==> src/rtl/ctrl_credit_dispatcher.sv <==
// Credit-aware round-robin engine dispatcher; each selection is broadcast to REPLICATED_OUT_NUM
// independently handshaken consumers. Define CTRL_DISPATCH_STALL_CNT_EN to add the stall_cnt output.
module ctrl_credit_dispatcher #(
  parameter int D_COUNT            = 2,
  parameter int DISPATCH_WIDTH     = $clog2(D_COUNT),
  parameter int REPLICATED_OUT_NUM = 3,
  parameter int CREDITS            = 4,
  parameter int CREDIT_WIDTH       = $clog2(CREDITS + 1)
) (
  input  logic                                         clk,
  input  logic                                         rst,
  input  logic [D_COUNT-1:0]                           s_engine_enable,
  input  logic [D_COUNT-1:0]                           s_credit_return,
  output logic [REPLICATED_OUT_NUM*DISPATCH_WIDTH-1:0] m_dispatcher_tdata,
  output logic [REPLICATED_OUT_NUM-1:0]                m_dispatcher_tvalid,
  input  logic [REPLICATED_OUT_NUM-1:0]                m_dispatcher_tready,
  output logic                                         credit_err
`ifdef CTRL_DISPATCH_STALL_CNT_EN
  ,
  output logic [31:0]                                  stall_cnt
`endif
);

  typedef enum logic {ST_SELECT, ST_OFFER} state_t;

  state_t                        state, state_d;
  logic [DISPATCH_WIDTH-1:0]     sel, rr_ptr, pick;
  logic [REPLICATED_OUT_NUM-1:0] done, done_d, hs, done_acc;
  logic [CREDIT_WIDTH-1:0]       credit [D_COUNT];
  logic [D_COUNT-1:0]            eligible, take;
  logic                          any_elig, offer_done, issue;

  // Eligibility uses the registered credit, so a same-cycle return only helps next cycle.
  always_comb begin
    for (int i = 0; i < D_COUNT; i++) begin
      eligible[i] = s_engine_enable[i] && (credit[i] != '0);
    end
  end

  // Scan from the far end back toward rr_ptr so the closest eligible index wins.
  always_comb begin
    any_elig = 1'b0;
    pick     = '0;
    for (int off = D_COUNT - 1; off >= 0; off--) begin
      int idx;
      idx = (int'(rr_ptr) + off) % D_COUNT;
      if (eligible[idx[DISPATCH_WIDTH-1:0]]) begin
        any_elig = 1'b1;
        pick     = idx[DISPATCH_WIDTH-1:0];
      end
    end
  end

  assign m_dispatcher_tvalid = (state == ST_OFFER) ? ~done : '0;
  assign m_dispatcher_tdata  = {REPLICATED_OUT_NUM{sel}};

  // Next-state: the final handshake of an offer re-runs selection in the same cycle.
  always_comb begin
    hs         = m_dispatcher_tvalid & m_dispatcher_tready;
    done_acc   = done | hs;
    offer_done = (state == ST_OFFER) && (&done_acc);
    issue      = any_elig && ((state == ST_SELECT) || offer_done);
    take       = issue ? (D_COUNT'(1) << pick) : '0;
    state_d    = state;
    done_d     = done;
    if (issue) begin
      state_d = ST_OFFER;
      done_d  = '0;
    end else if (state == ST_OFFER) begin
      done_d = done_acc;
      if (offer_done) state_d = ST_SELECT;
    end
  end

  // NOTE: sequential state uses non-blocking assignments so every register samples pre-edge values.
  always_ff @(posedge clk) begin
    if (rst) begin
      state <= ST_SELECT;
      done  <= '0;
    end else begin
      state <= state_d;
      done  <= done_d;
    end
  end

  always_ff @(posedge clk) begin
    if (rst) begin
      sel    <= '0;
      rr_ptr <= '0;
    end else if (issue) begin
      sel    <= pick;
      rr_ptr <= (pick == DISPATCH_WIDTH'(D_COUNT - 1)) ? '0 : pick + 1'b1;
    end
  end

  // NOTE: the credit array is reset explicitly; its contents are live state, not scratch storage.
  always_ff @(posedge clk) begin
    if (rst) begin
      for (int i = 0; i < D_COUNT; i++) credit[i] <= CREDIT_WIDTH'(CREDITS);
      credit_err <= 1'b0;
    end else begin
      for (int i = 0; i < D_COUNT; i++) begin
        if (s_credit_return[i] && !take[i]) begin
          if (credit[i] == CREDIT_WIDTH'(CREDITS)) credit_err <= 1'b1;
          else                                     credit[i]  <= credit[i] + 1'b1;
        end else if (!s_credit_return[i] && take[i]) begin
          credit[i] <= credit[i] - 1'b1;
        end
      end
    end
  end

`ifdef CTRL_DISPATCH_STALL_CNT_EN
  logic stall;

  assign stall = ((state == ST_SELECT) && !any_elig) ||
                 ((state == ST_OFFER) && (|(m_dispatcher_tvalid & ~m_dispatcher_tready)));

  always_ff @(posedge clk) begin
    if (rst)                              stall_cnt <= '0;
    else if (stall && (stall_cnt != '1))  stall_cnt <= stall_cnt + 1'b1;
  end
`endif

endmodule

==> config.mk <==
export PLATFORM = sky130hd
export DESIGN_NAME = ctrl_credit_dispatcher
export DESIGN_NICKNAME = d
export VERILOG_FILES = /design/src/rtl/ctrl_credit_dispatcher.sv
export SDC_FILE = /design/constraint.sdc
export NUM_CORES = 1
export LEC_CHECK = 0
export ABC_AREA = 1
export CAP_MARGIN = 0
export CORE_MARGIN = 1
export CORE_UTILIZATION = 38
export DETAILED_ROUTE_END_ITERATION = 10
export GPL_ROUTABILITY_DRIVEN = 0
export GPL_TIMING_DRIVEN = 0
export PLACE_DENSITY = 0.64
export SYNTH_ARGS = -nofsm -noshare
export SYNTH_HDL_FRONTEND = slang
export SYNTH_SLANG_ARGS = --single-unit
==> constraint.sdc <==
create_clock -name clk -period 2.07 [get_ports clk]
set_input_delay 0.3105 -clock clk [delete_from_list [all_inputs] [get_ports clk]]
set_output_delay 0.3105 -clock clk [all_outputs]
set_load 0.1 [all_outputs]
==> run_results.csv, run 1 <==
group,metric,value,unit
status,status,"finished clean",
worst_setup_path,endpoint_kind,"primary output",
worst_setup_path,crit_arrival,1670,ps
worst_setup_path,cpLargestDelayFamily,"buffers and inverters",
clock_tree,cts_sinks,13,
clock_tree,cts_buffers,3,
final_layout,nets,148,
clock_tree,htreeDepth,1,
worst_setup_path,path_class,"reg -> out",
final_layout,drive_gt1_frac,0.388,
final_layout,fin_area,1220,um2
timing,tightest_slew,959,ps
place,post_dp_cell_area,1070,um2
global_routing,grt-ovfl-total,0,
routing,num_vias,746,
routing,drtIter0Drc,11,
clock_tree,cts.root.buffer_cell,"clkbuf_4",
final_layout,multi_input_area,500,um2
die,core_area,2210,um2
synth,synth_nets,118,
final_layout,num_antenna_cells,0,
pwr,power,0.944,mW
place,post-dp-hpwl,1250,um
clock_tree,cts_buffer_depth,2,
die,dieHeight,50.4,um
timing,hold_viol,0,
clock_tree,clkSlewWorstSetupHoldPaths,90,ps
global_routing,track_usage,0.151,
synth,syn_inst,105,
timing,hold_slack,477,ps
final_layout,final_cell_mix,"16 x nand2_1, 13 x buf_4, 11 x inv_1, 8 x inv_2, 8 x clkdlybuf4s50_1",
clock_tree,clk_latency,280,ps
final_layout,ff_latch_area,322,um2
die,num_io_pins,16,
final_layout,final_common_cell,"nand2_1",
timing,slew_headroom,0.359,
worst_setup_path,worstPathRequired,1760,ps
timing,period_share,0.956,
place,numPlacedInstances,148,
timing,min_period,1980,ps
worst_setup_path,path_cells,"inv_1, nor2_1, clkdlybuf4s15_1",
worst_hold_path,min_path_type,"reg -> reg",
die,dieWidth,50.4,um
pwr,p_leak,0.580,nW
die,initial_core_util,0.402,
timing,max_clock_freq,0.505,GHz
final_layout,fin_cells,162,
job,drv_cap,0,
worst_setup_path,worst-path-buf-inv,2,
pwr,power_density,773,nW/um2
pwr,ir_drop,0.403,mV
routing,wirelength,1700,um
worst_setup_path,cpPeakStageDelay,820,ps
timing,skew,4.93,ps
worst_setup_path,worstPathMaxFanout,5,
worst_setup_path,cp_slowest_cell,"clkdlybuf4s15_1",
global_routing,antenna_found_initial,0,
routing,wl_per_cell,10.5,um
timing,setup_viol_count_final,0,
global_routing,first_global_vias,680,
timing,rsz0062_at_grt,"true",
final_layout,area_growth,37.5,%
die,rows,17,
synth,ys.warnings.count,0,
synth,yosysSeqAreaShare,0.361,
final_layout,fin_util,0.552,
routing,ant_nets,0,
die,dieArea,2540,um2
clock_tree,cts_tree,"built",
global_routing,grt_pass1_wl,2770,um
synth,synth_area,888,um2
synth,syn_area_per_cell,8.46,um2
synth,synth-seq-cells,13,
routing,via_per_inst,4.60,
synth,synth.distinct_cells,28,
routing,drcViolationCount,0,
timing,timing.final.max_slew_violations,0,
place,port_buffers,15,
worst_setup_path,start_kind,"flop",
global_routing,grt_max_degree,8,
final_layout,fillers,216,
routing,dr.pass1.iters,2,
[area by class of cell]
cell class / instances / share of cell area
inverters: 22 / 0.0748
plain buffers: 3 / 0.0184
repair buffers: 25 / 0.183
clock buffers: 4 / 0.0215
flip-flops and latches: 13 / 0.263
multi-input cells: 67 / 0.410
well taps: 28 / 0.0287
[per-layer routing]
layer  up-vias  routed length [um]  GRT usage
met2        15                 890      0.269
met1       341                 722      0.165
li1        386                   -          -
met4         0                  35     0.0880
met5         -                   0          0
met3         4                  52     0.0273
[worst paths after layout]
check	startpoint	to	slack, ps	cells past startpoint
worst min register to register	done[1]	done[1]	480	2
worst min-delay path	done[1]	done[1]	480	2
worst max-delay path	state	m_dispatcher_tvalid[0]	90	3
worst max register to register	credit[1][0]	credit[0][2]	100	12
[cell usage after synthesis]
library cell	n	area share
nor2_2	3	0.021
nand2_1	17	0.072
xor2_1	3	0.030
nor3_1	2	0.011
nand2_2	6	0.042
buf_4	3	0.025
nand3_4	3	0.059
fa_1	1	0.023
o22ai_1	1	0.0070
inv_2	6	0.025
ha_1	3	0.042
a21oi_2	1	0.0099
nand4_1	1	0.0070
nand3_2	3	0.034
nor2_4	1	0.013
edfxtp_1	6	0.20
nand3_1	5	0.028
nand2_4	2	0.025
clkinv_2	2	0.011
o21ai_1	1	0.0056
xnor2_1	1	0.0099
nand4_2	1	0.014
a21oi_1	4	0.023
clkinv_4	1	0.0099
dfxtp_1	7	0.16
inv_1	13	0.055
nor2_1	7	0.030
a31oi_1	1	0.0070
[flip-flops by register name (all words and copies together) (netlist names)]
signal	cells
credit	6
done	3
credit_err	1
rr_ptr	1
sel	1
state	1
[cell families (layout without fill, tap and decap cells)]
group / after synthesis / in the layout / share of synthesized area
DFF: 13 / 13 / 0.361
buffers and inverters: 25 / 54 / 0.127
xor gates and xnor gates: 4 / 4 / 0.0394
adders and majority gates: 4 / 4 / 0.0648
AOI/OAI and AO/OA: 8 / 8 / 0.0521
and+or+nand+nor: 51 / 51 / 0.356
[worst register-to-register path: cells and delay by family (launching register included)]
kind | cells | cell delay, ps
buffers and inverters | 2 | 110
adders and majority gates | 2 | 520
DFF | 1 | 380
xor gates and xnor gates | 2 | 300
and+or+nand+nor | 6 | 410
[repair_timing]
item | 4_1_cts | 5_1_grt
setup buffers | 6 | 4
cloned | 0 | 0
gates resized for setup | 16 | 7
setup endpoints to repair | 7 | 5
pin swaps | 9 | 8
hold buffers | 0 | 0
[power by group]
part / switching [mW] / internal [mW]
Combinational: 0.282 / 0.160
Sequential: 0.0259 / 0.313
Clock: 0.0879 / 0.0747
Total: 0.396 / 0.547
[through the flow]
stage               setup WS [ps]  setup TNS [ps]
floorplan                    38.6               0
global placement             -283            -337
detailed placement           -295            -357
CTS                          9.25               0
global route                -5.81           -5.81
finish                       91.7               0
No activity file was read; power rests on OpenSTA's default activity.
==> run 2, diff against run 1 <==
--- a/config.mk
+++ b/config.mk
@@ -8,11 +8,11 @@
 export ABC_AREA = 1
 export CAP_MARGIN = 0
 export CORE_MARGIN = 1
-export CORE_UTILIZATION = 38
+export CORE_UTILIZATION = 46
 export DETAILED_ROUTE_END_ITERATION = 10
 export GPL_ROUTABILITY_DRIVEN = 0
 export GPL_TIMING_DRIVEN = 0
-export PLACE_DENSITY = 0.64
+export PLACE_DENSITY = 0.75
 export SYNTH_ARGS = -nofsm -noshare
 export SYNTH_HDL_FRONTEND = slang
 export SYNTH_SLANG_ARGS = --single-unit
==> run_results.csv, run 2 (synthesis gave the netlist of run 1 again) <==
group,metric,value,unit
timing,tightest_slew,964,ps
timing,max_clock_freq,0.501,GHz
final_layout,area_growth,37.2,%
die,dieWidth,45.9,um
clock_tree,cts_buffer_depth,2,
worst_setup_path,endpoint_kind,"flop",
die,num_io_pins,16,
routing,drcViolationCount,0,
place,post_dp_cell_area,1070,um2
worst_setup_path,worstPathMaxFanout,3,
final_layout,num_antenna_cells,0,
global_routing,first_global_vias,736,
die,initial_core_util,0.504,
worst_setup_path,start_kind,"flop",
die,rows,15,
clock_tree,cts_buffers,3,
clock_tree,clk_latency,270,ps
routing,via_per_inst,4.85,
final_layout,fin_cells,161,
place,numPlacedInstances,145,
timing,setup_viol_count_final,0,
pwr,p_leak,0.589,nW
routing,wl_per_cell,11.3,um
final_layout,fillers,159,
place,post-dp-hpwl,1260,um
global_routing,antenna_found_initial,0,
worst_hold_path,hold_depth,2,
clock_tree,cts_sinks,13,
worst_setup_path,worstPathRequired,2100,ps
clock_tree,cts_tree,"built",
place,port_buffers,15,
clock_tree,htreeDepth,1,
worst_hold_path,min_path_type,"reg -> reg",
status,status,"finished clean",
timing,period_share,0.964,
worst_setup_path,path_cells,"inv_2, ha_4, nand2_2, nand2_4, nand2_4, nand2_4, clkinv_4, nand3_4, fa_2, xnor2_2, xor2_1, nand2_1",
final_layout,largest_reg_flops,6,
routing,num_vias,781,
final_layout,fin_util,0.691,
timing,min_period,2000,ps
pwr,power_density,799,nW/um2
final_layout,final_cell_mix,"15 x nand2_1, 15 x buf_4, 11 x inv_1, 8 x inv_2, 8 x clkdlybuf4s50_1",
job,drv_cap,0,
final_layout,ff_latch_area,320,um2
routing,dr.pass1.iters,4,
routing,ant_nets,0,
final_layout,drive_gt1_frac,0.419,
timing,hold_slack,480,ps
worst_setup_path,path_common_cell,"nand2_4",
timing,slew_headroom,0.357,
worst_setup_path,crit_arrival,2020,ps
worst_setup_path,cp_slowest_cell,"edfxtp_1",
final_layout,fin_area,1220,um2
global_routing,grt-ovfl-total,0,
worst_setup_path,reg2regPathDepth,12,
die,core_area,1760,um2
global_routing,grt_pass1_wl,2990,um
pwr,ir_drop,0.532,mV
clock_tree,clkSlewWorstSetupHoldPaths,80,ps
global_routing,track_usage,0.198,
timing,timing.final.max_slew_violations,0,
die,dieHeight,45.9,um
final_layout,top_regs,"credit x6, done x3",
final_layout,multi_input_area,503,um2
routing,wirelength,1820,um
global_routing,grt_max_degree,8,
timing,rsz0062_at_grt,"true",
pwr,power,0.973,mW
clock_tree,cts.root.buffer_cell,"clkbuf_4",
routing,drtIter0Drc,12,
timing,skew,2.12,ps
die,dieArea,2110,um2
timing,hold_viol,0,
final_layout,nets,150,
final_layout,largest_register,"credit",
worst_setup_path,path_class,"reg -> reg",
worst_setup_path,cpPeakStageDelay,370,ps
-- run 2: cell count changes in the layout (fill, tap and decap cells not counted), sizes merged --
cell / delta
clkdlybuf4s15: -3
buf: +2
clkbuf: +3
-- run 2: area by class of cell --
class / instances / area share
Sequential cell: 13 / 0.263
Multi-Input combinational cell: 67 / 0.413
Inverter: 22 / 0.0749
Buffer: 3 / 0.0185
Tap cell: 25 / 0.0257
Timing Repair Buffer: 27 / 0.184
Clock buffer: 4 / 0.0216
-- run 2: final timing paths --
check | from | endpoint | slack [ps]
setup / recovery | credit[1][0] | credit[0][2] | 70
hold / removal | done[1] | done[1] | 480
setup reg to reg | credit[1][0] | credit[0][2] | 70
hold reg to reg | done[1] | done[1] | 480
-- run 2: routing by layer --
layer  wire length (um)  up-vias  track usage  share of wire
li1                   -      394            -              -
met1                780      360        0.232           0.43
met2                937       23        0.358           0.52
met3                 77        4       0.0278          0.042
met4                 22        0       0.0765          0.012
met5                  0        -            0              0
-- run 2: repair_timing --
item	4_1_cts	5_1_grt
pin swaps	10	3
resized for setup	19	7
endpoints found under the setup margin	7	5
hold buffers	0	0
setup buffers	11	1
-- run 2: critical path, delay by kind of cell, from the launching register on --
family / cells / cell delay [ps]
buffers and inverters: 2 / 110
XOR/XNOR: 2 / 320
flip-flops: 1 / 370
AND/OR/NAND/NOR: 6 / 440
adder cells (fa/ha/maj): 2 / 510
-- run 2: per-stage QoR --
step                worst slack (ps)  TNS (ps)
CTS                             2.82         0
global placement                -274      -318
finish                          74.0         0
global route                   -43.3     -43.3
floorplan                       38.6         0
detailed placement              -331      -416
-- run 2: power breakdown --
part	switching, mW	internal, mW
logic	0.300	0.178
registers	0.0261	0.312
clock network	0.0823	0.0746
==> run 3, diff against run 2 <==
--- a/config.mk
+++ b/config.mk
@@ -13,6 +13,8 @@
 export GPL_ROUTABILITY_DRIVEN = 0
 export GPL_TIMING_DRIVEN = 0
 export PLACE_DENSITY = 0.75
+export SKIP_LAST_GASP = 1
+export SLEW_MARGIN = 20
 export SYNTH_ARGS = -nofsm -noshare
 export SYNTH_HDL_FRONTEND = slang
 export SYNTH_SLANG_ARGS = --single-unit
==> run_results.csv, run 3 (synthesis gave the netlist of run 1 again) <==
group,metric,value,unit
status,status,"finished clean",
final_layout,largest_reg_flops,6,
global_routing,first_global_vias,736,
clock_tree,cts_sinks,13,
die,dieWidth,45.9,um
worst_setup_path,crit_arrival,2020,ps
global_routing,antenna_found_initial,0,
final_layout,num_antenna_cells,0,
final_layout,area_growth,36.9,%
place,post_dp_cell_area,1070,um2
die,rows,15,
timing,period_share,0.961,
timing,fin_ws,79.7,ps
timing,hold_viol,0,
job,drv_cap,0,
final_layout,final_cell_mix,"16 x nand2_1, 15 x buf_4, 11 x inv_1, 8 x inv_2, 8 x clkdlybuf4s50_1",
die,dieHeight,45.9,um
worst_hold_path,hold_end,"done[1]",
clock_tree,cts_buffers,3,
worst_setup_path,worstPathMaxFanout,3,
routing,drcViolationCount,0,
worst_setup_path,reg2regPathDepth,12,
die,num_io_pins,16,
routing,via_per_inst,4.82,
place,numPlacedInstances,145,
global_routing,grt-ovfl-total,0,
routing,wl_per_cell,11.2,um
global_routing,grt_pass1_wl,2990,um
global_routing,grt.met2_usage,0.358,
timing,slew_headroom,0.357,
final_layout,nets,150,
worst_setup_path,start_kind,"flop",
worst_setup_path,worstPathRequired,2100,ps
routing,dr.pass1.iters,4,
pwr,power_density,799,nW/um2
clock_tree,htreeDepth,1,
final_layout,largest_register,"credit",
routing,num_vias,776,
final_layout,fin_area,1220,um2
worst_setup_path,reg2reg_to,"credit[0][2]",
final_layout,top_regs,"credit x6, done x3",
pwr,ir_drop,0.537,mV
clock_tree,cts_buffer_depth,2,
die,core_area,1760,um2
final_layout,fin_cells,161,
routing,drtIter0Drc,13,
worst_hold_path,hold_path_startpoint,"done[1]",
global_routing,track_usage,0.198,
worst_hold_path,hold_depth,2,
timing,skew,0.368,ps
final_layout,drive_gt1_frac,0.412,
global_routing,met1_usage,0.232,
routing,wirelength,1800,um
final_layout,final_common_cell,"nand2_1",
routing,ant_nets,0,
place,dp_slack,-331,ps
clock_tree,cts.root.buffer_cell,"clkbuf_4",
final_layout,fillers,160,
die,initial_core_util,0.504,
pwr,power,0.972,mW
timing,tightest_slew,964,ps
pwr,p_leak,0.589,nW
timing,rsz0062_at_grt,"true",
worst_setup_path,path_class,"reg -> reg",
place,post-dp-hpwl,1260,um
die,dieArea,2110,um2
global_routing,grt_max_degree,8,
timing,timing.final.max_slew_violations,0,
place,port_buffers,15,
clock_tree,clkSlewWorstSetupHoldPaths,80,ps
global_routing,top_usage_layer,"met2",
clock_tree,clk_latency,270,ps
timing,setup_viol_count_final,0,
clock_tree,cts_hold_repair.buffers,0,
clock_tree,cts_tree,"built",
worst_hold_path,min_path_type,"reg -> reg",
timing,min_period,1990,ps
global_routing,grtUsageMet3,0.0278,
timing,hold_slack,480,ps
worst_setup_path,r2r_start,"credit[1][0]",
worst_setup_path,endpoint_kind,"flop",
timing,max_clock_freq,0.502,GHz
worst_setup_path,ff2ff_setup_slack,80,ps
[run 3: cell counts in the layout (fill, tap and decap cells not counted)]
Identical to the previous run, type by type.
[run 3: per-stage QoR]
stage                     utilization  setup TNS (ps)
after detailed placement        0.606            -416
after CTS                       0.687           -20.4
after global placement          0.606            -318
after floorplan                     -               0
final                           0.689               0
after global routing            0.689           -48.4
[run 3: final cells by class]
class                   instances  area, um2  area share
flip-flops and latches         13        320       0.263
inverters                      22       91.3      0.0751
clock buffers                   4       26.3      0.0216
repair buffers                 27        224       0.184
multi-input cells              67        500       0.412
plain buffers                   3       22.5      0.0185
well taps                      25       31.3      0.0257
[run 3: timing repair]
item                       4_1_cts  5_1_grt
setup endpoints to repair        7        5
buffers inserted                11        1
pin swaps                       10        3
gates resized for setup         16        9
gates cloned                     0        0
[run 3: per-layer routing]
metal / vias up / wire length (um)
li1: 394 / -
met1: 359 / 784
met2: 19 / 931
met3: 4 / 66
met4: 0 / 22
met5: - / 0
[run 3: critical path, stage by stage, from the launching register on]
cell and delay (ps):
edfxtp_1 370, inv_2 60, ha_4 150, nand2_2 80
nand2_4 80, nand2_4 80, nand2_4 60, clkinv_4 50
nand3_4 70, fa_2 360, xnor2_2 150, xor2_1 170
nand2_1 70
[run 3: worst max path at each step]
stage,start,to,slack [ps],cells past startpoint
floorplan,credit[1][0],credit[0][2],40,11
CTS,state,m_dispatcher_tvalid[1],-10,3
global placement,m_dispatcher_tready[0],credit[0][2],-270,12
finish,credit[1][0],credit[0][2],80,12
detailed placement,m_dispatcher_tready[0],credit[0][2],-330,12
global route,credit[0][0],credit[0][2],-50,11
[run 3: where the power goes]
| group | internal (mW) | total, mW | leakage [nW] | switching [mW] |
|---|---|---|---|---|
| Clock | 0.0745 | 0.157 | 0.0150 | 0.0827 |
| Combinational | 0.178 | 0.477 | 0.459 | 0.299 |
| Sequential | 0.312 | 0.339 | 0.116 | 0.0261 |
